--- config.mk ---
export PLATFORM = sky130hd
export DESIGN_NAME = llsc_monitor
export DESIGN_NICKNAME = d
export VERILOG_FILES = /design/src/rtl/llsc_monitor.sv
export SDC_FILE = /design/constraint.sdc
export NUM_CORES = 1
export LEC_CHECK = 0
export CAP_MARGIN = 20
export CORE_UTILIZATION = 40
export DETAILED_ROUTE_END_ITERATION = 7
export GPL_TIMING_DRIVEN = 1
export PLACE_DENSITY = 0.82
export SETUP_SLACK_MARGIN = 0.3
export SLEW_MARGIN = 20
export SYNTH_ARGS = -nofsm -noshare
export SYNTH_HDL_FRONTEND = slang
export SYNTH_SLANG_ARGS = --single-unit
--- constraint.sdc ---
create_clock -name clk -period 7.3 [get_ports clk]
set_input_delay 1.825 -clock clk [delete_from_list [all_inputs] [get_ports clk]]
set_output_delay 1.825 -clock clk [all_outputs]
set_load 0.02 [all_outputs]
--- src/rtl/llsc_monitor.sv ---
// rtl/llsc_monitor.sv - LL/SC reservation monitor and store-conditional resolver.
// Optional reservation timeout is enabled by defining LLSC_TIMEOUT_EN.
module llsc_monitor #(
  parameter int GRAN_BITS      = 2,
  parameter int TIMEOUT_CYCLES = 1024
) (
  input  logic        clk,
  input  logic        rst,
  input  logic        flush,
  input  logic        flush_cause,
  input  logic        eret,
  input  logic        ll_valid,
  input  logic [31:0] ll_addr,
  input  logic        sc_valid,
  input  logic [31:0] sc_addr,
  input  logic [31:0] sc_wdata,
  input  logic        snoop_valid,
  input  logic [31:0] snoop_addr,
  output logic        mem_req,
  output logic [31:0] mem_addr,
  output logic [31:0] mem_wdata,
  input  logic        mem_ack,
  output logic        sc_done,
  output logic        sc_result,
  output logic        stall_req,
  output logic        llbit_o
);

  localparam logic [1:0] S_IDLE     = 2'd0;
  localparam logic [1:0] S_RESERVED = 2'd1;
  localparam logic [1:0] S_SC_WRITE = 2'd2;
  localparam logic [1:0] S_SC_RESP  = 2'd3;
  localparam int         AW         = 32 - GRAN_BITS;

  logic [1:0]    state, state_nxt;
  logic [AW-1:0] res_addr;
  logic          res_load;
  logic          sc_kill, sc_kill_nxt;
  logic [31:0]   mem_addr_nxt, mem_wdata_nxt;
  logic          sc_result_nxt;
  logic          exc_flush, clear_res, expired, res_live, snoop_hit, sc_match;
  logic          unused_low;

  assign exc_flush = flush & flush_cause;
  assign clear_res = exc_flush | eret;

`ifdef LLSC_TIMEOUT_EN
  localparam int CW = (TIMEOUT_CYCLES > 1) ? $clog2(TIMEOUT_CYCLES) : 1;
  logic [CW-1:0] age_cnt;

  assign expired = (age_cnt == CW'(TIMEOUT_CYCLES - 1));

  always_ff @(posedge clk or posedge rst) begin
    if (rst)
      age_cnt <= '0;
    else if (res_load || state_nxt != S_RESERVED)
      age_cnt <= '0;
    else
      age_cnt <= age_cnt + 1'b1;
  end
`else
  assign expired = 1'b0;
`endif

  // An expired reservation behaves as absent for snoop and SC compares.
  assign res_live  = (state == S_RESERVED) & ~expired;
  assign snoop_hit = snoop_valid & res_live & (snoop_addr[31:GRAN_BITS] == res_addr);
  assign sc_match  = res_live & (sc_addr[31:GRAN_BITS] == res_addr);

  always_comb begin
    state_nxt     = state;
    res_load      = 1'b0;
    sc_kill_nxt   = sc_kill;
    mem_addr_nxt  = mem_addr;
    mem_wdata_nxt = mem_wdata;
    sc_result_nxt = sc_result;
    case (state)
      S_IDLE, S_RESERVED: begin
        if (clear_res || snoop_hit) begin
          state_nxt = S_IDLE;
        end else if (sc_valid) begin
          if (sc_match) begin
            state_nxt     = S_SC_WRITE;
            mem_addr_nxt  = sc_addr;
            mem_wdata_nxt = sc_wdata;
            sc_kill_nxt   = 1'b0;
          end else begin
            state_nxt     = S_SC_RESP;
            sc_result_nxt = 1'b0;
          end
        end else if (ll_valid) begin
          state_nxt = S_RESERVED;
          res_load  = 1'b1;
        end else if (state == S_RESERVED && expired) begin
          state_nxt = S_IDLE;
        end
      end
      S_SC_WRITE: begin
        // The bus write always completes; an exception only hides the result.
        if (exc_flush)
          sc_kill_nxt = 1'b1;
        if (mem_ack) begin
          if (sc_kill || exc_flush) begin
            state_nxt = S_IDLE;
          end else begin
            state_nxt     = S_SC_RESP;
            sc_result_nxt = 1'b1;
          end
        end
      end
      default: state_nxt = S_IDLE;
    endcase
  end

  always_ff @(posedge clk or posedge rst) begin
    if (rst) begin
      state     <= S_IDLE;
      res_addr  <= '0;
      sc_kill   <= 1'b0;
      mem_addr  <= '0;
      mem_wdata <= '0;
      sc_result <= 1'b0;
    end else begin
      state     <= state_nxt;
      sc_kill   <= sc_kill_nxt;
      mem_addr  <= mem_addr_nxt;
      mem_wdata <= mem_wdata_nxt;
      sc_result <= sc_result_nxt;
      if (res_load)
        res_addr <= ll_addr[31:GRAN_BITS];
    end
  end

  assign mem_req   = (state == S_SC_WRITE);
  assign llbit_o   = (state == S_RESERVED);
  assign sc_done   = (state == S_SC_RESP);
  assign stall_req = (sc_valid & ~sc_done) | mem_req;

  assign unused_low = ^{ll_addr[GRAN_BITS-1:0], sc_addr[GRAN_BITS-1:0], snoop_addr[GRAN_BITS-1:0]};

endmodule
---- After elaboration in Yosys (flattened, before gate mapping) ----
Cells that the tools add are included.
cells by class
  equality and inequality tests ........... 13
  reductions and logical operators ........ 9
  mux-type cells .......................... 22
  bitwise gates (word level) .............. 9
operators with widths
  cell                  number
  $eq A30 B30 Y1        2
  $mux W1               14
  $mux W2               5
  $ne A2 B2 Y1 const B  5
  $reduce_and A6 Y1     1
  $and A1 B1 Y1         5
  $reduce_and A5 Y1     1
  $eq A2 B2 Y1 const B  2
  $ne A2 B1 Y1 const B  2
  $ne A4 B4 Y1 const B  1
  $pmux W1 S2           2
  $pmux W2 S2           1
  $reduce_and A4 Y1     1
  $eq A2 B1 Y1 const B  1
  $logic_not A2 Y1      1
  $logic_or A1 B1 Y1    2
  $not A1 Y1            2
  $or A1 B1 Y1          2
  $reduce_and A2 Y1     1
  $reduce_bool A2 Y1    1
  $reduce_or A2 Y1      1
word-level totals
  input port bits ......................... 137
  output and inout port bits .............. 69
  word-level logic and storage cells ...... 59
  register bits after elaboration ......... 98

---- Depth between registers and ports, before layout ----
Gate-level depths: netlist of the first run.
  depth after elaboration ................. 6
  depth in mapped cells ................... 7
  mapped depth without buffers ............ 6

---- Worst setup path after synthesis of the first run ----
No wires, ideal clock.
  kind .................................... input-to-output
  from .................................... input port sc_valid
  to ...................................... output port stall_req
  cell stages on the path ................. 2
  arrival time ............................ 2.319 ns
  path buffers ............................ 1
  data required time ...................... 5.475 ns
  path slack .............................. 3.156 ns
  cells stage by stage .................... clkbuf_1 > a21o_1
between the ends
  longest elaborated chain between the ends .. 2
ends and longest elaborated chain
  item             line  text
  start, declared  14    input logic sc_valid,
  $and A1 B1 Y1    137   assign stall_req = (sc_valid & ~sc_done) | mem_req;
  $or A1 B1 Y1     137
  end, declared    25    output logic stall_req,
Every way passes these cells.

---- Final worst setup path of the first run ----
Same ends and word-level chain as after synthesis.

==> flow_metrics.py, run 1 <==
metrics = {
    "grt": {
        "grt_overflow": 0,
        "antenna_found_initial": 0,
        "grt_max_degree": 59,
        "grtUsageTotal": 0.201,
        "grt_pass1_vias": 3469,
        "grt_pass1_wl_mm": 17.7,
    },
    "sta": {
        "hold_slack_ns": 0.510,
        "drv_slew": 0,
        "fin_setup_tns_ns": 0,
        "worst_pin_slew_ns": 0.852,
        "skew_ns": 0.00666,
        "finalCritPeriodShare": 0.694,
        "fmax_ghz": 0.198,
        "rsz0062_at_grt": "no",
        "setup_ws_ns": 2.24,
        "setup_viol_count_final": 0,
        "hold_violations": 0,
        "relSlewSlack": 0.432,
        "fin_crit_ns": 5.06,
    },
    "clocking": {
        "cts_buffers": 9,
        "cts_tree": "built",
        "clockBufferDepth": 2,
        "hold_buffers": 0,
        "clock_sink_count": 98,
        "root_buffer": "clkbuf_16",
        "clk_latency_ns": 0.34,
        "path_clk_slew_ns": 0.06,
        "h-tree-depth": 3,
        "cts_setup_buffers": 0,
        "post_cts_resized": 0,
    },
    "yosys": {
        "ys_top_cells_by_area": "dfrtp_1, mux2_4, xnor2_1",
        "synth_seq_cells": 98,
        "synth_top_area_frac": 0.528,
        "synth.distinct_cells": 27,
        "yosysSeqAreaShare": 0.528,
        "syn_nets": 443,
        "yosysWarnings": 0,
        "avgSynthCellArea_um2": 15.2,
        "synth_top_cell_by_area": "dfrtp_1",
        "synth_area_um2": 4640,
        "synthCells": 306,
    },
    "job": {
        "maxCapViolCount": 0,
    },
    "power": {
        "p_int_mw": 1.12,
        "seq_power_share": 0.449,
        "swShare": 0.255,
        "p_comb_frac": 0.207,
        "power_mw": 1.50,
        "pwr_density_cell_nw_per_um2": 211,
        "leakage_nw": 3.16,
        "p_clk_frac": 0.344,
        "irDropWorstVdd_mv": 0.132,
        "switching_power_mw": 0.383,
    },
    "finish": {
        "syn_to_final_growth_pct": 52.7,
        "drive_gt1_frac": 0.229,
        "fin_area_um2": 7090,
        "final_nets": 647,
        "antenna_cells": 0,
        "nFillCells": 855,
        "final_cells": 655,
        "postLayoutCoreUtil": 0.640,
    },
    "critical_path": {
        "crit_fanout": 7,
        "cp-end-kind": "output port",
        "path_class": "in2out",
        "slowest_delay_ns": 0.63,
        "arrival_ns": 3.24,
        "start_kind": "input port",
        "r2r_cells": 7,
        "cpMaxStageDelayCell": "clkdlybuf4s50_1",
        "crit_required_ns": 5.48,
        "path_common_cell": "clkdlybuf4s50_1",
        "cp_cell_sequence": "clkdlybuf4s50_1 -> a21o_1 -> clkdlybuf4s50_1",
    },
    "hold_path": {
        "hold_class": "reg2reg",
        "min_delay_path_depth": 1,
    },
    "die": {
        "core-area_um2": 11100,
        "die_h_um": 110,
        "die_x_um": 110,
        "die-area_um2": 12000,
        "start_util": 0.419,
        "std_cell_rows": 38,
        "boundaryPins": 206,
    },
    "placement": {
        "place_ws_ns": 1.96,
        "placed_cell_area_um2": 6770,
        "portBuffers": 201,
        "dp.cells": 639,
        "hpwl_mm": 8.84,
        "gp_congestion": 0.798,
    },
    "drt": {
        "drc": 0,
        "ant_nets": 0,
        "dr.pass1.iters": 3,
        "drt-initial-drc-count": 104,
        "wl_per_cell_um": 17.8,
        "wl_mm": 11.7,
        "viasPerCell": 4.85,
        "vias": 3178,
    },
    "run_status": {
        "status": "complete, no violations",
    },
}
-- path summary, 6_finish.rpt --
| path | slack, ns | endpoint | startpoint |
|---|---|---|---|
| setup / recovery | 2.24 | stall_req | sc_valid |
| hold / removal | 0.51 | mem_wdata[27] | mem_wdata[27] |
| setup reg to reg | 3.89 | mem_wdata[29] | res_addr[21] |
| hold reg to reg | 0.51 | mem_wdata[27] | mem_wdata[27] |
| max in group asynchronous | 4.32 | mem_wdata[18] | rst |
| min in group asynchronous | 1.86 | mem_addr[20] | rst |
-- placed cells by master (no fill, tap or decap), types with 3 or more instances in the layout --
cell type and instances:
mux2_2 34, xor2_1 6, nor2_1 3, xnor2_1 54, clkdlybuf4s50_1 201, clkbuf_16 9
nor4_1 3, mux2_4 60, dfrtp_1 98, nand4_1 13
-- power groups by stage --
stage,clock network [mW],logic (mW),registers (mW)
floorplan,0,0.191,0.670
global placement,0,0.309,0.681
detailed placement,0,0.315,0.685
CTS,0.528,0.317,0.674
global route,0.548,0.339,0.683
finish,0.516,0.311,0.673
-- cells in the mapped netlist (all sizes together) --
library cell,instances
a311oi,1
o21ai,2
nand3,4
nor3,2
xor2,6
nand4,13
a31o,1
inv,2
dfrtp,98
buf,6
nand3b,1
nor4,4
a21o,1
o32a,1
a21oi,2
or4,1
a31oi,1
nand2,2
mux2,94
nor2b,1
and2,2
xnor2,54
nor2,3
clkbuf,4
-- kinds of logic (layout without fill, tap and decap cells) --
group | count (synthesis) | count (layout) | synth area share
XOR/XNOR | 60 | 60 | 0.113
AO/OA/AOI/OAI | 9 | 9 | 0.0146
AND/OR/NAND/NOR | 33 | 33 | 0.0480
multiplexers | 94 | 94 | 0.277
flip-flops | 98 | 98 | 0.528
buffers and inverters | 12 | 221 | 0.0194
-- area by class of cell --
class | instances | area, um^2 | area share
repair buffers | 203 | 2030 | 0.286
clock inverters | 4 | 75.1 | 0.0106
well taps | 140 | 175 | 0.0247
flip-flops and latches | 98 | 2450 | 0.346
clock buffers | 12 | 246 | 0.0348
inverters | 2 | 10.0 | 0.00141
multi-input cells | 196 | 2100 | 0.297
-- worst max-delay path, delay by kind of cell --
| family | cells | cell delay (ns) |
|---|---|---|
| compound gates | 1 | 0.17 |
| buf+inv | 2 | 1.24 |
-- flip-flops by register name, summed over array words and instances (netlist names) --
register,flops
mem_addr,32
mem_wdata,32
res_addr,30
sc_kill,1
sc_result,1
state,2
-- per-layer routing --
metal	global-route usage	wire (um)
met1	0.220	4590
met4	0.0848	226
met3	0.0676	932
met5	0	0
met2	0.355	5930
No activity file was read; power rests on OpenSTA's default activity.
==> inputs of run 2 (changes only) <==
--- a/config.mk
+++ b/config.mk
@@ -6,7 +6,7 @@
 export NUM_CORES = 1
 export LEC_CHECK = 0
 export CAP_MARGIN = 20
-export CORE_UTILIZATION = 40
+export CORE_UTILIZATION = 38
 export DETAILED_ROUTE_END_ITERATION = 7
 export GPL_TIMING_DRIVEN = 1
 export PLACE_DENSITY = 0.82
==> constraint.sdc (replaced) <==
create_clock -name clk -period 4.5 [get_ports clk]
set_input_delay 1.125 -clock clk [delete_from_list [all_inputs] [get_ports clk]]
set_output_delay 1.125 -clock clk [all_outputs]
set_load 0.02 [all_outputs]
==> flow_metrics.py, run 2 (synthesis gave the netlist of run 1 again) <==
metrics = {
    "die": {
        "boundaryPins": 206,
        "die_x_um": 113,
        "start_util": 0.388,
        "core-area_um2": 12000,
        "die_h_um": 113,
        "die-area_um2": 12700,
        "std_cell_rows": 40,
    },
    "placement": {
        "portBuffers": 201,
        "hpwl_mm": 8.87,
        "gp_congestion": 0.739,
    },
    "power": {
        "pwr_density_cell_nw_per_um2": 328,
        "leakage_nw": 3.15,
        "seq_power_share": 0.474,
        "p_clk_frac": 0.309,
        "irDropWorstVdd_mv": 0.204,
        "p_comb_frac": 0.217,
        "swShare": 0.263,
        "switching_power_mw": 0.610,
        "power_mw": 2.32,
        "p_int_mw": 1.71,
    },
    "drt": {
        "ant_nets": 0,
        "wl_mm": 11.7,
        "drc": 0,
        "viasPerCell": 4.81,
        "vias": 3192,
        "wl_per_cell_um": 17.7,
        "drt-initial-drc-count": 73,
        "dr.pass1.iters": 4,
    },
    "clocking": {
        "h-tree-depth": 3,
        "root_buffer": "clkbuf_16",
        "path_clk_slew_ns": 0.06,
        "post_cts_resized": 0,
        "cts_tree": "built",
        "clk_latency_ns": 0.34,
        "cts_setup_buffers": 0,
        "hold_buffers": 0,
        "cts_buffers": 9,
        "clockBufferDepth": 2,
        "clock_sink_count": 98,
    },
    "critical_path": {
        "arrival_ns": 2.55,
        "path_class": "in2out",
        "crit_required_ns": 3.38,
        "start_kind": "input port",
        "crit_fanout": 7,
        "cp-end-kind": "output port",
    },
    "hold_path": {
        "hold_class": "reg2reg",
    },
    "finish": {
        "nFillCells": 969,
        "ff_latch_area_um2": 2450,
        "top_regs": "mem_addr (32), mem_wdata (32), res_addr (30)",
        "final_common_cell": "clkdlybuf4s50_1",
        "antenna_cells": 0,
        "syn_to_final_growth_pct": 52.3,
        "final_nets": 649,
        "drive_gt1_frac": 0.231,
        "layout_common_cells": "clkdlybuf4s50_1, dfrtp_1, mux2_4",
        "multi_input_area_um2": 2100,
    },
    "sta": {
        "worst_pin_slew_ns": 0.777,
        "hold_slack_ns": 0.507,
        "fmax_ghz": 0.272,
        "setup_viol_count_final": 0,
        "hold_violations": 0,
        "fin_setup_tns_ns": 0,
        "finalCritPeriodShare": 0.816,
        "relSlewSlack": 0.482,
        "rsz0062_at_grt": "no",
        "skew_ns": 0.00524,
        "fin_crit_ns": 3.67,
        "drv_slew": 0,
    },
    "grt": {
        "grtUsageTotal": 0.195,
        "grt_max_degree": 85,
        "grt_pass1_vias": 3526,
        "antenna_found_initial": 0,
        "grt_overflow": 0,
        "grt_pass1_wl_mm": 18.6,
    },
    "job": {
        "maxCapViolCount": 0,
    },
    "run_status": {
        "status": "complete, no violations",
    },
}
[run 2: cell count changes in the layout (fill, tap and decap cells not counted)]
| cell | change |
|---|---|
| inv_4 | -1 |
| inv_6 | +1 |
| clkbuf_8 | +1 |
| bufinv_16 | -2 |
| clkinv_2 | +1 |
| clkinvlp_4 | -1 |
| buf_4 | +2 |
[run 2: routing by layer]
layer	vias to the layer above	wire, um	track usage
li1	1493	-	-
met1	1544	4800	0.226
met2	140	5850	0.341
met3	15	847	0.0551
met4	0	219	0.0782
met5	-	0	0
[run 2: critical path, cell delays in order]
cell and delay (ns):
clkdlybuf4s50_1 0.65, a21o_1 0.17, clkdlybuf4s50_1 0.60
[run 2: final cells by class]
| type | instances | share of cell area |
|---|---|---|
| flip-flops and latches | 98 | 0.347 |
| well taps | 147 | 0.0260 |
| clock inverters | 2 | 0.00177 |
| clock buffers | 13 | 0.0368 |
| repair buffers | 205 | 0.289 |
| multi-input cells | 196 | 0.298 |
| inverters | 2 | 0.00177 |
[run 2: power groups by stage]
stage,clock (mW),sequential [mW],combinational (mW)
5_1_grt,0.773,1.11,0.551
6_report,0.717,1.10,0.504
3_5_place_dp,0,1.12,0.513
3_3_place_gp,0,1.11,0.500
2_1_floorplan,0,1.09,0.310
4_1_cts,0.739,1.10,0.516
[run 2: per-stage QoR]
step	setup WS (ns)	instance area (um^2)	util	std cells
final	0.829	7070	0.591	663
after global routing	0.767	7070	0.591	663
after CTS	0.834	7070	0.591	663
after detailed placement	0.514	6790	0.568	648
after global placement	0.546	6790	0.568	648
after floorplan	0.813	4640	-	306
[run 2: final timing paths]
kind	startpoint	to	slack, ns	cells past startpoint
max	sc_valid	stall_req	0.83	3
min	mem_addr[24]	mem_addr[24]	0.51	1
max reg2reg	res_addr[13]	mem_wdata[8]	1.69	7
min reg2reg	mem_addr[24]	mem_addr[24]	0.51	1
max in group asynchronous	rst	mem_wdata[30]	2.48	3
min in group asynchronous	rst	mem_wdata[8]	1.30	2
==> inputs of run 3 (changes only) <==
==> constraint.sdc (replaced) <==
create_clock -name clk -period 3.1 [get_ports clk]
set_input_delay 0.775 -clock clk [delete_from_list [all_inputs] [get_ports clk]]
set_output_delay 0.775 -clock clk [all_outputs]
set_load 0.02 [all_outputs]
==> flow_metrics.py, run 3 (synthesis gave the netlist of run 1 again) <==
metrics = {
    "critical_path": {
        "path_class": "in2out",
        "cp.buffers_inverters": 2,
        "cp-end-kind": "output port",
        "crit_cells": 3,
        "crit_required_ns": 2.32,
        "critPathTopFamily": "buffers and inverters",
        "slowest_delay_ns": 0.61,
        "start_kind": "input port",
        "path_common_cell": "clkdlybuf4s50_1",
        "cpMaxStageDelayCell": "clkdlybuf4s50_1",
        "crit_fanout": 2,
        "worstSetupStartpoint": "sc_valid",
        "arrival_ns": 1.99,
        "r2r_cells": 8,
        "rrSetupSlack_ns": 0.42,
        "cp_cell_sequence": "clkdlybuf4s50_1 -> a21o_1 -> clkdlybuf4s50_1",
        "rr_startpoint": "state[1]",
    },
    "drt": {
        "vias": 3292,
        "viasPerCell": 4.83,
        "dr.pass1.iters": 4,
        "drc": 0,
        "wl_per_cell_um": 18.2,
        "ant_nets": 0,
        "wl_mm": 12.4,
        "drt-initial-drc-count": 89,
    },
    "die": {
        "die-area_um2": 12700,
        "die_h_um": 113,
        "start_util": 0.388,
        "core-area_um2": 12000,
        "boundaryPins": 206,
        "std_cell_rows": 40,
        "die_x_um": 113,
    },
    "grt": {
        "grt_pass1_wl_mm": 19.4,
        "grtUsageTotal": 0.203,
        "grt_pass1_vias": 3665,
        "antenna_found_initial": 0,
        "grt_overflow": 0,
        "grt_max_degree": 99,
    },
    "finish": {
        "final_common_cell": "clkdlybuf4s50_1",
        "fin_area_um2": 7310,
        "final_nets": 667,
        "nFillCells": 947,
        "top_regs": "mem_addr (32), mem_wdata (32), res_addr (30)",
        "layout_common_cells": "clkdlybuf4s50_1, dfrtp_1, mux2_4",
        "syn_to_final_growth_pct": 57.5,
        "antenna_cells": 0,
        "drive_gt1_frac": 0.290,
        "final_cells": 681,
        "postLayoutCoreUtil": 0.611,
    },
    "power": {
        "irDropWorstVdd_mv": 0.246,
        "p_int_mw": 2.47,
        "swShare": 0.271,
        "leakage_nw": 3.33,
        "seq_power_share": 0.472,
        "switching_power_mw": 0.915,
        "power_mw": 3.38,
        "p_clk_frac": 0.305,
        "pwr_density_cell_nw_per_um2": 463,
        "p_comb_frac": 0.223,
    },
    "sta": {
        "hold_violations": 0,
        "fin_setup_tns_ns": 0,
        "relSlewSlack": 0.640,
        "setup_viol_count_final": 0,
        "drv_slew": 0,
        "setup_ws_ns": 0.335,
        "finalCritPeriodShare": 0.892,
        "rsz0062_at_grt": "no",
        "fmax_ghz": 0.362,
        "hold_slack_ns": 0.509,
        "worst_pin_slew_ns": 0.541,
        "fin_crit_ns": 2.76,
        "skew_ns": 0.00482,
    },
    "clocking": {
        "path_clk_slew_ns": 0.07,
        "clk_latency_ns": 0.34,
        "clock_sink_count": 98,
        "h-tree-depth": 3,
        "clockBufferDepth": 2,
        "cts_tree": "built",
        "cts_buffers": 9,
        "root_buffer": "clkbuf_16",
    },
    "hold_path": {
        "hold_class": "reg2reg",
        "min_delay_path_depth": 1,
        "hp-start": "mem_wdata[17]",
    },
    "placement": {
        "portBuffers": 201,
        "gp_congestion": 0.763,
        "dp.cells": 655,
        "placed_cell_area_um2": 6880,
        "hpwl_mm": 8.80,
        "place_ws_ns": -0.329,
    },
    "run_status": {
        "status": "complete, no violations",
    },
    "job": {
        "maxCapViolCount": 0,
    },
}
-- run 3: cell types whose count changed in the layout (fill, tap and decap cells not counted), sizes merged --
| cell | previous run | this run |
|---|---|---|
| clkbuf | 13 | 23 |
| inv | 2 | 1 |
| clkdlybuf4s50 | 201 | 182 |
| buf | 4 | 21 |
| clkinv | 1 | 4 |
| clkdlybuf4s15 | 0 | 3 |
| clkinvlp | 1 | 2 |
| dlygate4sd2 | 0 | 4 |
-- run 3: layout make-up --
cell class	count	area, um^2	area share
Timing Repair Buffer	223	2260	0.309
Sequential cell	98	2450	0.335
Clock buffer	10	239	0.0327
Tap cell	147	184	0.0251
Inverter	2	11.3	0.00154
Clock inverter	5	31.3	0.00428
Multi-Input combinational cell	196	2130	0.292
-- run 3: worst paths after layout --
path	to
worst max-delay path	stall_req
min in group asynchronous	mem_wdata[16]
worst min-delay path	mem_wdata[17]
worst min register to register	mem_wdata[17]
worst max register to register	mem_wdata[28]
max in group asynchronous	mem_addr[12]
-- run 3: worst register-to-register path, cell delays in order (launching register included) --
cell and delay [ns]:
dfrtp_1 0.45, nor2b_2 0.25, nand4_1 0.12, or4_4 0.55, nor4_4 0.36, nand3_4 0.19
buf_6 0.18, clkbuf_16 0.17, mux2_4 0.30
-- run 3: what timing repair did --
action | 4_1_cts | 5_1_grt
hold buffers | 0 | 0
pin swaps | 11 | 24
setup buffers | 7 | 0
setup endpoints to repair | 65 | 94
resized for setup | 28 | 30
gates cloned | 3 | 1
-- run 3: metal layers --
layer  wire, um  track usage  part of all wire
met2       6320        0.347              0.51
met3        907       0.0567             0.073
met1       4970        0.241              0.40
met4        215       0.0853             0.017
met5          0            0                 0
-- run 3: power groups by stage --
stage	clock [mW]	sequential [mW]	combinational, mW
floorplan	0	1.58	0.451
global placement	0	1.61	0.742
detailed placement	0	1.62	0.765
CTS	1.07	1.60	0.765
global route	1.12	1.62	0.820
finish	1.03	1.60	0.753
